## src/rtl/fetch_stall_counter.sv

```systemverilog
// ----------------------------------------------------------------------------
// fetch_stall_counter
//   Saturating up-counter of fetch stall cycles. Sticks at all-ones and is
//   cleared only by reset.
//   Parameters:
//     W        counter width
//   Ports:
//     clk      clock, posedge
//     reset    synchronous, active-high clear
//     inc_i    count this cycle
//     count_o  current count
// ----------------------------------------------------------------------------
module fetch_stall_counter #(
    parameter int W = 16
) (
    input  logic         clk,
    input  logic         reset,
    input  logic         inc_i,
    output logic [W-1:0] count_o
);

    logic [W-1:0] count_q;

    always_ff @(posedge clk) begin
        if (reset) begin
            count_q <= '0;
        end else if (inc_i && (count_q != '1)) begin
            count_q <= count_q + 1'b1;
        end
    end

    assign count_o = count_q;

endmodule

```

## config.mk

```make
export PLATFORM = sky130hd
export DESIGN_NAME = fetch_stall_counter
export DESIGN_NICKNAME = d
export VERILOG_FILES = /design/src/rtl/fetch_stall_counter.sv
export SDC_FILE = /design/constraint.sdc
export NUM_CORES = 1
export LEC_CHECK = 0
export ABC_AREA = 0
export CORE_MARGIN = 3
export CORE_UTILIZATION = 30
export CTS_CLUSTER_SIZE = 10
export DETAILED_ROUTE_END_ITERATION = 8
export GPL_TIMING_DRIVEN = 0
export PLACE_DENSITY = 0.56
export REMOVE_ABC_BUFFERS = 1
export SYNTH_ARGS = -nofsm -noshare
export SYNTH_HDL_FRONTEND = slang
export SYNTH_SLANG_ARGS = --single-unit
```

## constraint.sdc

```tcl
create_clock -name clk -period 1.9 [get_ports clk]
set_input_delay 0.38 -clock clk [delete_from_list [all_inputs] [get_ports clk]]
set_output_delay 0.38 -clock clk [all_outputs]
set_load 0.02 [all_outputs]
```

==> results of run 1 <==
## metal layers
metal  global-route usage [%]  vias to the layer above  part of all wire [%]
met1                     17.4                      401                    48
met3                     3.92                        2                   5.7
met4                     3.88                        0                  0.69
met2                     19.9                       30                    45
li1                         -                      422                     -
met5                        0                        -                     0
## through the flow
step,hold slack [ps],util [%],instances,setup TNS (ps)
after floorplan,449,-,95,0
after global placement,513,40.5,143,-533
after detailed placement,514,40.5,143,-697
after CTS,532,42.0,148,0
after global routing,575,42.0,148,0
final,536,42.0,148,0
## worst reg2reg max path, cell delays in order (launching register included)
cell and delay [ps]:
dfxtp_1 490, nand4_4 200, or4_1 460, or4_1 410, a21oi_1 140
## synthesized netlist by cell type
cell type  count
dfxtp_1       16
o21ai_0        4
buf_2          1
mux2i_1        1
nor3_1         4
o21a_1         1
o31ai_1        6
or3_1          3
xnor2_1        2
and3_1         1
a21oi_1       10
nand2_2        1
nand4_4        1
or4_1          7
nor2_1         6
nor4_4         1
nor4bb_1       1
o41ai_1        1
clkbuf_1       2
nand3_1        6
nand4_1        3
nor4_1         2
nand3b_1       1
inv_1          3
mux2_2         1
and4_1         3
buf_1          1
ha_1           1
o311ai_0       1
nor2b_1        2
nand2_1        6
## cell families after synthesis
| kind of cell | Yosys count |
|---|---|
| AND/OR/NAND/NOR | 48 |
| AO/OA/AOI/OAI | 23 |
| flip-flops | 16 |
| buffers and inverters | 7 |
| XOR/XNOR | 2 |
| multiplexers | 2 |
| adder cells (fa/ha/maj) | 1 |
## area by class of cell
| cell class | count | area [sq um] | share of cell area (%) |
|---|---|---|---|
| Clock buffer | 3 | 22.5 | 2.07 |
| Tap cell | 30 | 37.5 | 3.45 |
| Multi-Input combinational cell | 76 | 500 | 46.0 |
| Sequential cell | 16 | 320 | 29.5 |
| Inverter | 3 | 11.3 | 1.04 |
| Timing Repair Buffer | 20 | 195 | 18.0 |
## power by group
part           internal (W)  leakage, nW  total [W]  switching (W)
combinational     0.0000130        0.201  0.0000302      0.0000172
sequential         0.000338        0.129   0.000342     0.00000407
clock             0.0000736       0.0138   0.000181       0.000107
## worst min path at each step
stage | from | to | slack, ps
3_3_place_gp | count_o[1] | count_o[1] | 510
6_report | count_o[1] | count_o[1] | 540
3_5_place_dp | count_o[1] | count_o[1] | 510
5_1_grt | count_o[7] | count_o[7] | 580
2_1_floorplan | reset | count_o[0] | 450
4_1_cts | count_o[1] | count_o[1] | 530
==> impl_metrics.csv, run 1 <==
group,metric,value,unit
cells_and_area,mostFrequentLayoutCells,"clkdlybuf4s50_1, dfxtp_1, a21oi_1",
global_routing,globalRoute.totalOverflow,0,
timing,worst_clock_skew,5.12,ps
timing,fmax,550,MHz
worst_hold_path,min_path_type,"flop to flop",
yosys,synth_compound_area_share,16.5,%
clocking,hold_buffers,0,
critical_path,cp.depth,1,
critical_path,crit_path_end_kind,"primary output",
critical_path,critPathMaxFanout,7,
global_routing,grt_pass1_wl,3480,microns
yosys,synth_top_cell_by_area,"dfxtp_1",
yosys,synth_mux_area_share,2.51,%
yosys,ys_seq_area_share,37.8,%
critical_path,crit_path_start_kind,"flop",
power_and_ir_drop,power_leakage,0.344,nW
yosys,synth_cells,99,
clocking,cts_resized,0,
cells_and_area,drive_gt1_share,7.63,%
timing,period_needed,1820,ps
clocking,numCtsBuffers,3,
detailed_routing,first_pass_iters,4,
power_and_ir_drop,power,0.000554,W
timing,worst_slew_pin_slew,648,ps
place,place_hpwl,1420,microns
critical_path,rr_startpoint,"count_o[5]",
critical_path,crit_required,1520,ps
timing,rsz0062_at_grt,"false",
timing,setup_ws,83.0,ps
detailed_routing,wirelength,2030,microns
clocking,htree_levels,1,
detailed_routing,drt-initial-drc-count,34,
yosys,ys_warn_count,0,
timing,min_period_over_period,95.6,%
place,dp_slack,-204,ps
timing,slew_violations,0,
place,port_buffers,18,
yosys,yosys.area_share.xor_xnor,2.06,%
global_routing,first_global_vias,774,
power_and_ir_drop,ir_worst_vdd,0.464,mV
critical_path,slowest_stage,"clkdlybuf4s50_1",
critical_path,ff2ff_setup_slack,130,ps
timing,setup_viol,0,
global_routing,antenna_found_initial,0,
place,place_area,1050,sq um
clocking,cts_setup_buffers,2,
yosys,synth_top_family_by_area,"simple AND/OR/NAND/NOR gates",
die,num_io_pins,19,
clocking,clkTransAtPathRegs,90,ps
critical_path,endpoint,"count_o[5]",
clocking,cts_tree,"built",
yosys,synth-adder-area-share,1.47,%
die,die_height,59.2,microns
die,core,2590,sq um
critical_path,cp_top_family,"buffers and inverters",
timing,hold_viol_final,0,
yosys,synth_top_area_share,37.8,%
critical_path,cp_slowest_stage_delay,660,ps
critical_path,worstSetupPathType,"flop to primary output",
job,drv_cap,0,
die,start_util,32.8,%
yosys,yosysUniqueCellTypes,31,
detailed_routing,wl_per_cell,13.7,microns
die,row_count,18,
global_routing,grt_usage,12.9,%
cells_and_area,synthToLayoutAreaGrowth,28.2,%
cells_and_area,num-nets-final,124,
yosys,synth-seq-cells,16,
cells_and_area,fill_cells,268,
cells_and_area,final_common_cell,"clkdlybuf4s50_1",
clocking,clkLatencyLatePin,290,ps
critical_path,crit_path_start,"count_o[5]",
cells_and_area,largest_reg_flops,16,
detailed_routing,num_vias,855,
worst_hold_path,min_path_cells,2,
detailed_routing,viasPerCell,5.78,
yosys,synth_area_leaders,"dfxtp_1, or4_1, a21oi_1",
die,die_x,59.2,microns
cells_and_area,n_antenna_cell,0,
clocking,max-clock-path-buffers,2,
global_routing,grt_max_degree,18,
detailed_routing,drc,0,
place,place.gp.congestion,0.781,
critical_path,cp_num_buf_inv,1,
yosys,synth-simple-area-share,36.4,%
critical_path,r2r-end,"count_o[15]",
clocking,root_buffer,"clkbuf_4",
power_and_ir_drop,p_per_area,509,nW/um^2
timing,maxSlewHeadroom,56.7,%
run_status,status,"finished clean",
clocking,cts_sinks,16,
detailed_routing,detail-route-antenna-nets,0,
yosys,syn_area,848,sq um
yosys,synth_area_per_cell,8.57,sq um
critical_path,arrival,1440,ps
die,dieArea,3500,sq um
cells_and_area,design_area,1090,sq um
critical_path,rr_worst_depth,4,
critical_path,crit_chain,"clkdlybuf4s50_1",
(Power assumes the default switching activity.)
==> inputs of run 2 (changes only) <==
--- a/config.mk
+++ b/config.mk
@@ -10,6 +10,7 @@
 export CORE_UTILIZATION = 30
 export CTS_CLUSTER_SIZE = 10
 export DETAILED_ROUTE_END_ITERATION = 8
+export GPL_ROUTABILITY_DRIVEN = 0
 export GPL_TIMING_DRIVEN = 0
 export PLACE_DENSITY = 0.56
 export REMOVE_ABC_BUFFERS = 1
==> results of run 2 <==
Final layout, timing and power as in run 1 (identical DEF).
==> inputs of run 3 (changes only) <==
--- a/config.mk
+++ b/config.mk
@@ -6,6 +6,7 @@
 export NUM_CORES = 1
 export LEC_CHECK = 0
 export ABC_AREA = 0
+export CAP_MARGIN = 20
 export CORE_MARGIN = 3
 export CORE_UTILIZATION = 30
 export CTS_CLUSTER_SIZE = 10
==> results of run 3 <==
Final layout, timing and power as in run 1 (identical DEF).
